[src/rtl/decode_stage_pkg.sv]
// Shared types for the decode stage: opcode set, fetch/decode packets, skid states
// and opcode classification helpers.
package decode_stage_pkg;

  localparam int unsigned IMM_BITS     = 14;
  localparam int unsigned CORE_ID_BITS = 4;

  typedef logic [4:0] reg_idx_t;

  typedef enum logic [7:0] {
    NOP               = 8'h00,
    ADD               = 8'h01,
    SUB               = 8'h02,
    MUL               = 8'h03,
    MOVE              = 8'h04,
    LOAD              = 8'h10,
    STORE             = 8'h11,
    LOAD_RESTORE_PC   = 8'h12,
    JMP_ALWAYS        = 8'h20,
    JMP_EQUAL         = 8'h21,
    JMP_NOT_EQUAL     = 8'h22,
    JMP_GREATER       = 8'h23,
    JMP_GREATER_EQUAL = 8'h24,
    JMP_LOWER         = 8'h25,
    JMP_LOWER_EQUAL   = 8'h26,
    HALT              = 8'h3F
  } Opcode;

  typedef struct packed {
    logic [31:0] exec_mask;
    logic [63:0] pc;
    logic [31:0] insn;
  } FetchToDecodeBusPacket;

  typedef struct packed {
    logic [CORE_ID_BITS-1:0] core_id;
    logic [31:0]             exec_mask;
    logic [63:0]             pc;
    logic [7:0]              opcode;
    reg_idx_t                rd;
    reg_idx_t                rs1;
    reg_idx_t                rs2;
    logic [63:0]             imm;
    logic                    is_branch;
    logic                    is_mem;
    logic                    is_halt;
    logic                    illegal;
  } DecodeToExecPacket;

  typedef enum logic [1:0] {
    ST_EMPTY = 2'd0,
    ST_ONE   = 2'd1,
    ST_FULL  = 2'd2
  } skid_state_e;

  function automatic logic changesControlFlow(input logic [7:0] op);
    case (op)
      JMP_ALWAYS, JMP_EQUAL, JMP_NOT_EQUAL, JMP_GREATER, JMP_GREATER_EQUAL,
      JMP_LOWER, JMP_LOWER_EQUAL, LOAD_RESTORE_PC, HALT: return 1'b1;
      default: return 1'b0;
    endcase
  endfunction

  function automatic logic is_branch_op(input logic [7:0] op);
    return changesControlFlow(op) && (op != HALT);
  endfunction

  function automatic logic is_mem_op(input logic [7:0] op);
    case (op)
      LOAD, STORE, LOAD_RESTORE_PC: return 1'b1;
      default: return 1'b0;
    endcase
  endfunction

  function automatic logic is_valid_op(input logic [7:0] op);
    case (op)
      NOP, ADD, SUB, MUL, MOVE, LOAD, STORE, LOAD_RESTORE_PC,
      JMP_ALWAYS, JMP_EQUAL, JMP_NOT_EQUAL, JMP_GREATER, JMP_GREATER_EQUAL,
      JMP_LOWER, JMP_LOWER_EQUAL, HALT: return 1'b1;
      default: return 1'b0;
    endcase
  endfunction

endpackage

[src/rtl/decode_stage_insn_decoder.sv]
// Combinational instruction splitter/classifier feeding the decode skid buffer.
module insn_decoder
  import decode_stage_pkg::*;
(
  input  logic [CORE_ID_BITS-1:0] core_id,
  input  logic [31:0]             exec_mask,
  input  logic [63:0]             pc,
  input  logic [31:0]             insn,
  output DecodeToExecPacket       dec_pkt
);

  logic op_valid;

  always_comb begin
    dec_pkt           = '0;
    dec_pkt.core_id   = core_id;
    dec_pkt.exec_mask = exec_mask;
    dec_pkt.pc        = pc;
    dec_pkt.opcode    = insn[7:0];
    dec_pkt.rd        = insn[12:8];
    dec_pkt.rs1       = insn[17:13];
    dec_pkt.rs2       = insn[22:18];
    dec_pkt.imm       = {{(64 - IMM_BITS){insn[31]}}, insn[31:18]};
    op_valid          = is_valid_op(insn[7:0]);
    // Unknown opcodes still flow downstream, but with every class flag cleared.
    dec_pkt.is_branch = op_valid && is_branch_op(insn[7:0]);
    dec_pkt.is_mem    = op_valid && is_mem_op(insn[7:0]);
    dec_pkt.is_halt   = op_valid && (insn[7:0] == HALT);
    dec_pkt.illegal   = !op_valid;
  end

endmodule

[src/rtl/decode_stage.sv]
// Decode stage: insn_decoder followed by a two-entry skid buffer with registered
// handshakes. Optional counters are enabled with `define DECODE_STATS_EN.
module decode_stage
  import decode_stage_pkg::*;
#(
  parameter int unsigned CORE_ID = 0
) (
  input  logic                  clk,
  input  logic                  reset_n,
  input  logic                  fetch_valid,
  input  FetchToDecodeBusPacket fetch_pkt,
  output logic                  decode_busy,
  output logic                  exec_valid,
  input  logic                  exec_ready,
  output DecodeToExecPacket     exec_pkt
`ifdef DECODE_STATS_EN
  ,
  output logic [31:0]           stat_decoded,
  output logic [31:0]           stat_stalls,
  output logic [31:0]           stat_illegal
`endif
);

  localparam logic [CORE_ID_BITS-1:0] CORE_ID_TAG = CORE_ID[CORE_ID_BITS-1:0];

  DecodeToExecPacket dec_pkt;
  skid_state_e       state_q, state_d;
  DecodeToExecPacket out_pkt_q, out_pkt_d;
  DecodeToExecPacket skid_pkt_q, skid_pkt_d;
  logic              exec_valid_q, exec_valid_d;
  logic              decode_busy_q, decode_busy_d;
  logic              accept;

  insn_decoder u_insn_decoder (
    .core_id   (CORE_ID_TAG),
    .exec_mask (fetch_pkt.exec_mask),
    .pc        (fetch_pkt.pc),
    .insn      (fetch_pkt.insn),
    .dec_pkt   (dec_pkt)
  );

  always_comb begin
    state_d    = state_q;
    out_pkt_d  = out_pkt_q;
    skid_pkt_d = skid_pkt_q;
    accept     = fetch_valid && !decode_busy_q;
    case (state_q)
      ST_EMPTY: begin
        if (accept) begin
          out_pkt_d = dec_pkt;
          state_d   = ST_ONE;
        end else begin
          state_d = ST_EMPTY;
        end
      end
      // Output register is valid here, so exec_ready alone means a drain.
      ST_ONE: begin
        if (accept && exec_ready) begin
          out_pkt_d = dec_pkt;
          state_d   = ST_ONE;
        end else if (accept) begin
          skid_pkt_d = dec_pkt;
          state_d    = ST_FULL;
        end else if (exec_ready) begin
          state_d = ST_EMPTY;
        end else begin
          state_d = ST_ONE;
        end
      end
      ST_FULL: begin
        if (exec_ready) begin
          out_pkt_d = skid_pkt_q;
          state_d   = ST_ONE;
        end else begin
          state_d = ST_FULL;
        end
      end
      default: begin
        state_d = ST_EMPTY;
      end
    endcase
    // Handshake outputs derive from the next state so they stay purely registered.
    exec_valid_d  = (state_d != ST_EMPTY);
    decode_busy_d = (state_d == ST_FULL);
  end

  always_ff @(posedge clk) begin
    if (!reset_n) begin
      state_q       <= ST_EMPTY;
      out_pkt_q     <= '0;
      skid_pkt_q    <= '0;
      exec_valid_q  <= 1'b0;
      decode_busy_q <= 1'b0;
    end else begin
      state_q       <= state_d;
      out_pkt_q     <= out_pkt_d;
      skid_pkt_q    <= skid_pkt_d;
      exec_valid_q  <= exec_valid_d;
      decode_busy_q <= decode_busy_d;
    end
  end

  assign exec_valid  = exec_valid_q;
  assign decode_busy = decode_busy_q;
  assign exec_pkt    = out_pkt_q;

`ifdef DECODE_STATS_EN
  logic [31:0] decoded_count_q, decoded_count_d;
  logic [31:0] stall_cycles_q, stall_cycles_d;
  logic [31:0] illegal_count_q, illegal_count_d;
  logic        handshake;

  always_comb begin
    handshake       = exec_valid_q && exec_ready;
    decoded_count_d = decoded_count_q;
    stall_cycles_d  = stall_cycles_q;
    illegal_count_d = illegal_count_q;
    if (handshake && (decoded_count_q != 32'hFFFF_FFFF)) begin
      decoded_count_d = decoded_count_q + 32'd1;
    end else begin
      decoded_count_d = decoded_count_q;
    end
    if (exec_valid_q && !exec_ready && (stall_cycles_q != 32'hFFFF_FFFF)) begin
      stall_cycles_d = stall_cycles_q + 32'd1;
    end else begin
      stall_cycles_d = stall_cycles_q;
    end
    if (handshake && out_pkt_q.illegal && (illegal_count_q != 32'hFFFF_FFFF)) begin
      illegal_count_d = illegal_count_q + 32'd1;
    end else begin
      illegal_count_d = illegal_count_q;
    end
  end

  always_ff @(posedge clk) begin
    if (!reset_n) begin
      decoded_count_q <= 32'd0;
      stall_cycles_q  <= 32'd0;
      illegal_count_q <= 32'd0;
    end else begin
      decoded_count_q <= decoded_count_d;
      stall_cycles_q  <= stall_cycles_d;
      illegal_count_q <= illegal_count_d;
    end
  end

  assign stat_decoded = decoded_count_q;
  assign stat_stalls  = stall_cycles_q;
  assign stat_illegal = illegal_count_q;
`endif

endmodule

[config.mk]
export PLATFORM = sky130hd
export DESIGN_NAME = decode_stage
export DESIGN_NICKNAME = d
export VERILOG_FILES = /design/src/rtl/decode_stage_pkg.sv /design/src/rtl/decode_stage_insn_decoder.sv /design/src/rtl/decode_stage.sv
export SDC_FILE = /design/constraint.sdc
export NUM_CORES = 1
export LEC_CHECK = 0
export ABC_AREA = 1
export CORE_ASPECT_RATIO = 0.8
export CORE_UTILIZATION = 35
export CTS_CLUSTER_SIZE = 30
export DETAILED_ROUTE_END_ITERATION = 8
export PLACE_DENSITY = 0.61
export SLEW_MARGIN = 40
export SYNTH_ARGS = -nofsm -noshare
export SYNTH_HDL_FRONTEND = slang
export SYNTH_SLANG_ARGS = --single-unit
[constraint.sdc]
create_clock -name clk -period 3.4 [get_ports clk]
set_input_delay 0.34 -clock clk [delete_from_list [all_inputs] [get_ports clk]]
set_output_delay 0.34 -clock clk [all_outputs]
set_load 0.02 [all_outputs]
; ---- After elaboration in Yosys (flattened, before gate mapping)
; Memories as Yosys holds them, arrays and structs flattened.
; Index checks and enable logic that the tools add are counted.
[word_totals]
mem_count = 1
rom_bits = 64
word_cells = 75
register_bits = 332
input_bits = 132
[classes]
n_eq_ne = 18
n_reduce_logical = 16
mux = 13
bitwise = 1
[mem_list]
columns = name, depth, word_bits, rd, rd_clocked_by_memory_dff, wr, line
row1 = (name not given), 64, 1, 1, 0, 0, decode_stage_pkg.sv:76  ; case (op)
[ops]
columns = operator, count
row1 = two-way mux 191 bit, 3
row2 = case mux 191 bit (3 select lines), 1
row3 = "equality test 8 x 6 -> 1 bit, second input constant", 8
row4 = "equality test 8 x 5 -> 1 bit, second input constant", 3
row5 = OR reduction 9 bit, 1
row6 = "inequality test 8 x 6 -> 1 bit, second input constant", 1
row7 = logical AND 1 bit, 6
row8 = two-way mux 2 bit, 3
row9 = "inequality test 2 bit, second input constant", 3
row10 = case mux 2 bit (3 select lines), 1
row11 = two-way mux 1 bit, 5
row12 = "equality test 2 bit, second input constant", 2
row13 = zero test 2 bit, 2
row14 = AND reduction 4 bit, 1
row15 = AND reduction 3 bit, 1
row16 = nonzero test 3 bit, 1
row17 = OR reduction 3 bit, 1
row18 = "equality test 2 x 1 -> 1 bit, second input constant", 1
row19 = zero test 1 bit, 2
row20 = nonzero test 2 bit, 1
row21 = NOT 1 bit, 1

; ---- Depth between registers and ports, before layout
; Gate-level depths: netlist of the first run.
[logic_depth]
depth_word = 7
ltp_mapped = 11
depth_no_buf = 9

; ---- By module
; Synthesis of the first run repeated with hierarchy kept, for this count alone.
[unflattened]
cells_unflattened = 2951
hier_area_um2 = 19087.1
[modules_own_cells]
columns = module, cells_each, area_each_um2, n_inst
row1 = decode_stage, 2732, 17521.8, 1
row2 = insn_decoder, 219, 1565.3, 1

; ---- Worst setup path before layout of the first run
; OpenSTA, ideal clock, no wires.
[synth_path]
path_type = reg-to-output
from = register exec_pkt[66] (netlist name)
to = output port exec_pkt[18] in the netlist's numbering
path_slack_ns = 1.531
t_arrival_ns = 1.529
t_required_ns = 3.060
stages_incl_launch_ff = 2
path_cell_list = dfxtp_1 -> buf_4
[synth_lines]
columns = item, line
row1 = "end, declared", decode_stage.sv:15  ; output DecodeToExecPacket exec_pkt

==> results.py, run 1 <==
metrics = {
    "outcome": {
        "outcome": "complete, no violations",
    },
    "sta": {
        "drv_slew": 0,
        "min_period_ns": 2.252,
        "worst_pin_slew_ns": 0.7549,
        "setup_violations": 0,
        "fin_worst_skew_ns": 0.01177,
        "holdWs_ns": 0.3660,
        "slew-limit-headroom": 0.4967,
        "hold_viol": 0,
        "rsz0062_at_grt": "false",
        "clock.fmax_mhz": 444.0,
        "setup_tns_ns": 0,
        "fin_crit_sh": 0.6624,
    },
    "global_route": {
        "track_usage": 0.1780,
        "grt_pass1_vias": 9321,
        "antenna_found_initial": 0,
        "grt_overflow": 0,
        "grt_max_degree": 156,
        "grt_pass1_wl_um": 48560,
    },
    "place": {
        "dp_hpwl_um": 19120,
        "gp_congestion": 0.7781,
        "port_buffers": 320,
        "placedCellCount": 2152,
        "placed_area_um2": 14340,
    },
    "power": {
        "power_density_nw_per_um2": 548.6,
        "ir_drop_uv": 391.2,
        "p_total_w": 0.008377,
        "power_leakage_nw": 6.057,
    },
    "floorplan": {
        "initial_core_util": 0.3573,
        "dieArea_um2": 32880,
        "die_h_um": 162.4,
        "ios": 325,
        "core_um2": 31500,
        "die_w_um": 202.5,
        "rows": 58,
    },
    "worst_hold_path": {
        "min-delay-start": "reset_n",
        "min_path_type": "input port to flip-flop",
        "min_path_cells": 3,
        "hold_end": "exec_pkt[136]",
    },
    "finish": {
        "final_cell_area_um2": 15270,
        "drive_gt1_frac": 0.04038,
        "layoutNonFillerInstCount": 2204,
        "nFillCells": 3122,
        "area_growth_pct": 35.69,
        "nets": 1897,
    },
    "logic_synthesis": {
        "yosys.area.top_type": "dfxtp_1",
        "yosys-top-cells-area": "dfxtp_1, o21ai_0, nor2_1, a21oi_1, nand2_1",
        "yosysUniqueCellTypes": 23,
        "avgSynthCellArea_um2": 7.195,
        "synth-seq-cells": 268,
        "synth_seq_area_share": 0.4768,
        "synth.most_common_cell": "o21ai_0",
        "syn_area_um2": 11250,
        "synth-async-reset-ratio": 0,
        "synth_warnings": 0,
        "synth_flop_cell": "dfxtp_1",
        "synth_common_cells": "o21ai_0, nor2_1, dfxtp_1",
        "synth_top_area_share": 0.4768,
        "synth_edf_count": 0,
        "netlist_instances": 1564,
    },
    "clocking": {
        "cts-resized-gates": 0,
        "path_clk_slew_ns": 0.06,
        "clk_path_buf_depth": 3,
        "post_cts_buffers": 0,
        "hold_buffers": 0,
        "clock-sinks": 268,
        "h-tree-depth": 1,
        "cts-root-buf": "clkbuf_16",
        "cts_inserted_buffers": 29,
        "cts_tree": "done",
        "clk_latency_ns": 0.54,
    },
    "setup_path": {
        "start_kind": "flip-flop",
        "crit_type": "flip-flop to output port",
        "worst_ep_required_time_ns": 3.06,
        "cp_slowest_stage_delay_ns": 0.70,
        "crit_path_max_fanout": 52,
        "timing.rr.start": "decode_busy",
        "r2r_end": "skid_pkt_q[100]",
        "arrival_ns": 1.91,
        "worstSetupEndpointType": "output port",
        "rrSetupSlack_ns": 1.22,
        "slowest_stage": "clkdlybuf4s50_1",
        "r2r_cells": 6,
        "path_cells": "buf_4 > clkdlybuf4s50_1",
    },
    "detailed_routing": {
        "wl_met1_um": 14680,
        "finalWirelength_um": 30070,
        "avgViaCountPerCell": 4.652,
        "ant_nets": 0,
        "dr_total_vias": 10250,
        "routedWlPerCell_um": 13.64,
        "met2_length_um": 12960,
        "drc": 0,
        "drt_pass1_iterations": 5,
        "drt-initial-drc-count": 482,
        "highest_layer": "met4",
        "wl_met3_um": 1932,
    },
    "job": {
        "max_cap_viol_count": 0,
    },
}
## critical path: cells and delay by family (launching register included)
kind                   cells  cell delay, ns
DFF                        1            0.31
buffers and inverters      2            1.07
## per-layer routing
layer	global-route usage	vias up
li1	-	5357
met1	0.2502	4629
met2	0.2741	229
met3	0.04622	39
met4	0.03623	0
met5	0	-
## through the flow
step                  util  worst slack (ns)
floorplan                -             1.531
global placement    0.4552            0.7557
detailed placement  0.4552            0.7234
CTS                 0.4846             1.104
global route        0.4847            0.9940
finish              0.4848             1.148
## cell families (layout without fill, tap and decap cells)
kind of cell	after synthesis	after routing	share of synthesized area
AOI/OAI and AO/OA	533	533	0.2377
adders and majority gates	2	2	0.002223
DFF	268	268	0.4768
other	1	5	0.0003332
buffers and inverters	321	537	0.1341
and+or+nand+nor	439	439	0.1489
## flip-flops by register name, summed over array words and instances, names as in the netlist
register and count:
exec_valid 1, skid_pkt_q 132, decode_busy 1, exec_pkt 132
state_q 2
## power by group
part	internal, W	switching, W
Clock	0.00178	0.00127
Combinational	0.000803	0.00100
Sequential	0.00340	0.000131
Total	0.00598	0.00240
## worst max path at each step
stage	start	to	depth (start not counted)
3_3_place_gp	fetch_valid	skid_pkt_q[16]	8
4_1_cts	exec_pkt[66]	exec_pkt[20]	2
6_report	exec_pkt[66]	exec_pkt[20]	2
2_1_floorplan	exec_pkt[66]	exec_pkt[18]	1
3_5_place_dp	fetch_valid	skid_pkt_q[103]	8
5_1_grt	decode_busy	skid_pkt_q[15]	6
## cells in the final DEF (no fill, tap or decap), drive strengths merged, types with 2 or more instances in the layout
master | netlist | final
clkbuf | 67 | 43
inv | 149 | 150
buf | 105 | 18
dfxtp | 268 | 268
nand3 | 8 | 8
nand2 | 159 | 159
clkdlybuf4s50 | 0 | 319
nor2 | 271 | 271
conb | 1 | 4
o21ai | 391 | 391
clkinv | 0 | 6
a21oi | 140 | 140
ha | 2 | 2
## layout make-up
type	instances	area, µm²	share of cell area
tap	420	525.5	0.03442
multi-input combinational	978	4414	0.2891
timing repair buffer	337	3473	0.2275
inverter	149	561.8	0.03679
antenna	1	2.502	0.0001639
clock inverter	8	48.80	0.003196
clock buffer	43	878.3	0.05752
sequential	268	5365	0.3514
No activity file was read; power rests on OpenSTA's default activity.
==> run 2, diff against run 1 <==
==> constraint.sdc (replaced) <==
create_clock -name clk -period 2.1 [get_ports clk]
set_input_delay 0.21 -clock clk [delete_from_list [all_inputs] [get_ports clk]]
set_output_delay 0.21 -clock clk [all_outputs]
set_load 0.02 [all_outputs]
==> run 2 against run 1 <==
  * Sequential share of layout area down 0.74 points
  * Clock power up 65%
  * Setup slack worse by 1.1 ns
  * Critical path type unchanged
  * Critical endpoint is now exec_pkt[22]
  * Largest cell class unchanged
==> results.py, run 2 (same netlist as run 1, synthesis figures left out) <==
metrics = {
    "outcome": {
        "outcome": "complete, no violations",
    },
    "sta": {
        "layout_setup_ws_ns": 0.07984,
        "fin_worst_skew_ns": 0.008722,
        "slew-limit-headroom": 0.6010,
        "setup_violations": 0,
        "fin_crit_sh": 0.9620,
        "drv_slew": 0,
        "hold_viol": 0,
        "min_period_ns": 2.020,
        "worst_pin_slew_ns": 0.5984,
        "holdWs_ns": 0.03256,
        "clock.fmax_mhz": 495.0,
    },
    "floorplan": {
        "initial_core_util": 0.3573,
        "die_w_um": 202.5,
        "ios": 325,
        "rows": 58,
        "dieArea_um2": 32880,
        "core_um2": 31500,
        "die_h_um": 162.4,
    },
    "detailed_routing": {
        "ant_nets": 0,
        "drc": 0,
        "finalWirelength_um": 30950,
        "avgViaCountPerCell": 4.661,
        "drt-initial-drc-count": 586,
        "dr_total_vias": 10380,
        "routedWlPerCell_um": 13.90,
        "drt_pass1_iterations": 5,
    },
    "finish": {
        "mostFrequentLayoutCells": "o21ai_0, clkdlybuf4s50_1, nor2_1, dfxtp_1, nand2_1",
        "final_common_cell": "o21ai_0",
        "diodes": 0,
        "nets": 1918,
        "drive_gt1_frac": 0.05257,
        "area_growth_pct": 38.59,
        "multi_input_area_um2": 4414,
        "nFillCells": 3063,
        "fin_util": 0.4952,
        "seq_area_um2": 5365,
    },
    "setup_path": {
        "arrival_ns": 1.81,
        "worstSetupEndpointType": "output port",
        "crit_type": "flip-flop to output port",
        "path_cells": "clkbuf_8 > clkdlybuf4s50_1",
        "worst_ep_required_time_ns": 1.89,
        "start_kind": "flip-flop",
        "crit_family": "buffers and inverters",
        "cp_slowest_stage_delay_ns": 0.65,
        "slowest_stage": "clkdlybuf4s50_1",
        "crit_path_max_fanout": 52,
        "cp.buffers_inverters": 2,
    },
    "global_route": {
        "globalRouteMet1Util": 0.2564,
        "antenna_found_initial": 0,
        "track_usage": 0.1795,
        "top_usage_layer": "met2",
        "grt_pass1_wl_um": 48710,
        "grt_pass1_vias": 9171,
        "grt_max_degree": 143,
        "grt_util_met2": 0.2729,
        "grt_use_met3": 0.04482,
        "grt_overflow": 0,
    },
    "place": {
        "gp_congestion": 0.7734,
        "port_buffers": 320,
        "dp_slack_ns": -0.02196,
        "dp_hpwl_um": 20520,
    },
    "clocking": {
        "clk_path_buf_depth": 3,
        "clk_latency_ns": 0.55,
        "clock-sinks": 268,
        "post_cts_buffers": 0,
        "h-tree-depth": 1,
        "cts-root-buf": "clkbuf_16",
        "cts_inserted_buffers": 30,
        "cts_tree": "done",
        "path_clk_slew_ns": 0.06,
    },
    "power": {
        "ir_drop_uv": 594.2,
        "power_density_nw_per_um2": 883.4,
        "power_leakage_nw": 6.704,
    },
    "worst_hold_path": {
        "min_path_type": "input port to flip-flop",
    },
    "job": {
        "max_cap_viol_count": 0,
    },
}
[run 2: through the flow]
stage | cell area, µm² | setup TNS (ns) | cells | power [W]
CTS | 15500 | 0 | 2227 | 0.01398
finish | 15600 | 0 | 2227 | 0.01378
global placement | 14540 | 0 | 2172 | 0.008851
global route | 15600 | -0.1392 | 2227 | 0.01448
floorplan | 11260 | 0 | 1567 | 0.007510
detailed placement | 14540 | -0.02196 | 2172 | 0.008884
[run 2: cell type report]
class,instances,share of cell area
clock buffer,43,0.05640
clock inverter,12,0.005455
inverter,149,0.03602
multi-input combinational,978,0.2830
sequential,268,0.3440
tap,420,0.03369
timing repair buffer,357,0.2414
[run 2: power by group]
| part | internal (W) | leakage (nW) | switching, W |
|---|---|---|---|
| sequential | 0.00551 | 2.20 | 0.000220 |
| combinational | 0.00138 | 4.02 | 0.00164 |
| clock | 0.00292 | 0.481 | 0.00212 |
| total | 0.00980 | 6.70 | 0.00398 |
[run 2: path summary, 6_finish.rpt]
| kind | start | endpoint | slack, ns | depth (start not counted) |
|---|---|---|---|---|
| max | exec_pkt[66] | exec_pkt[22] | 0.08 | 2 |
| min | reset_n | exec_pkt[11] | 0.03 | 3 |
| max reg2reg | decode_busy | skid_pkt_q[116] | 0.34 | 7 |
| min reg2reg | skid_pkt_q[154] | skid_pkt_q[154] | 0.44 | 2 |
[run 2: metal layers]
layer,wire length (µm),vias to the layer above
met5,0,-
met4,490,0
met3,2162,41
li1,-,5410
met1,15320,4667
met2,12980,261
[run 2: what timing repair did]
| item | 4_1_cts | 5_1_grt |
|---|---|---|
| endpoints found under the hold margin | 0 | 0 |
| setup endpoints to repair | 51 | 50 |
| pin swaps | 0 | 0 |
| cloned | 0 | 0 |
| gates resized for setup | 2 | 37 |
| hold buffers | 0 | 0 |
[run 2: worst min-delay path, cell delays in order]
cell     delay (ns)
buf_6          0.18
o21ai_0        0.10
nor2_1         0.04
==> patch: new RTL, config.mk and constraints of run 2 <==
`CORE_ID_BITS`: 4 -> 6.
--- a/src/rtl/decode_stage_pkg.sv
+++ b/src/rtl/decode_stage_pkg.sv
@@ -5,3 +5,3 @@
   localparam int unsigned IMM_BITS     = 14;
-  localparam int unsigned CORE_ID_BITS = 4;
+  localparam int unsigned CORE_ID_BITS = 6;
 
Ports: changed (resized exec_pkt); port bits go from 325 to 327. No check against the original RTL was run, so the function may have changed too.
==> patch against run 2 <==
- sequential cell count unchanged
- final cell count up 0.22%
- routed wire length about the same
- global-route usage up 0.39 points
- via count down 0.48%
- area after synthesis up 0.13%
- worst setup slack better by 0.0034 ns
- die area up 0.13%
- clock power down 0.8%
- largest cell class unchanged
- design area up 0.31%
- non-clock buffer count up 8
- total power down 0.51%
- utilization about the same
==> patch: results (changes against run 2) <==
Nets=1926 (+0.42%); Hold Path Sink=exec_pkt[136]; share of cells above drive strength 1=5.519% (+0.26 points); first-pass GRT wire length=49.38 mm (+1.4%); GR Util met3=4.602% (+0.12 points); R2R Path End=exec_pkt[86]; Final Skew=0.03207 ns (+0.02335 ns); non-clk buf share=24.48% (+0.34 points); top cells by area, synth=dfxtp_1 48%, o21ai_0 17%, nor2_1 9.0%; met2 Use GR=28.14% (+0.86 points); Non-Clock Buffer Count=365 (+2.2%); hpwl dp=20.92 mm (+2.0%); multi-input logic portion of the cell area=28.27% (-0.038 points); Placeable Area=0.03157 sq mm (+0.23%); LEAKAGE=6.719 nW (+0.22%); layout clock buffer count=37 (-14%); DR iter-0 viols=653 (+11%); met1 GRT Util=25.76% (+0.12 points); fin cells=2232 (+0.22%); Worst-Margin Slew=0.6350 ns (+0.03660 ns); r2r startpoint=state_q[1]; Total Routing Usage GR=18.33% (+0.39 points); status=finished, final reports clean; placed instance area=0.01465 sq mm (+0.81%); largest net degree at the start of global routing=148 (+3.5%); post-cts repair resize count=22 (+20); vias in the first global route=9502 (+3.6%)
==> patch: worst max-delay path by stage <==
stage | endpoint | slack [ns]
finish | exec_pkt[33] | 0.08
global route | exec_pkt[33] | -0.004
CTS | exec_pkt[31] | 0.00007
detailed placement | exec_pkt[86] | -0.004
global placement | exec_pkt[177] | 0.04
floorplan | exec_pkt[18] | 0.36
==> patch: report_power, final <==
group | switching (mW) | internal, mW | total (mW)
sequential | 0.205 | 5.51 | 5.71
clock | 2.08 | 2.91 | 4.99
combinational | 1.66 | 1.35 | 3.01
==> patch: kinds of logic (layout without fill, tap and decap cells) <==
family                     count (synthesis)  in the layout  share of synthesized area, %
AOI/OAI and AO/OA                        533            533                         23.74
adders and majority gates                  2              2                        0.2220
buffers and inverters                    323            564                         13.52
DFF                                      268            268                         47.61
other                                      1              6                       0.03328
and+or+nand+nor                          439            439                         14.87
==> patch: routing by layer <==
layer,wire (um),up-vias
met5,0,-
met4,608,0
met3,2145,45
met2,13110,239
met1,15110,4635
li1,-,5410
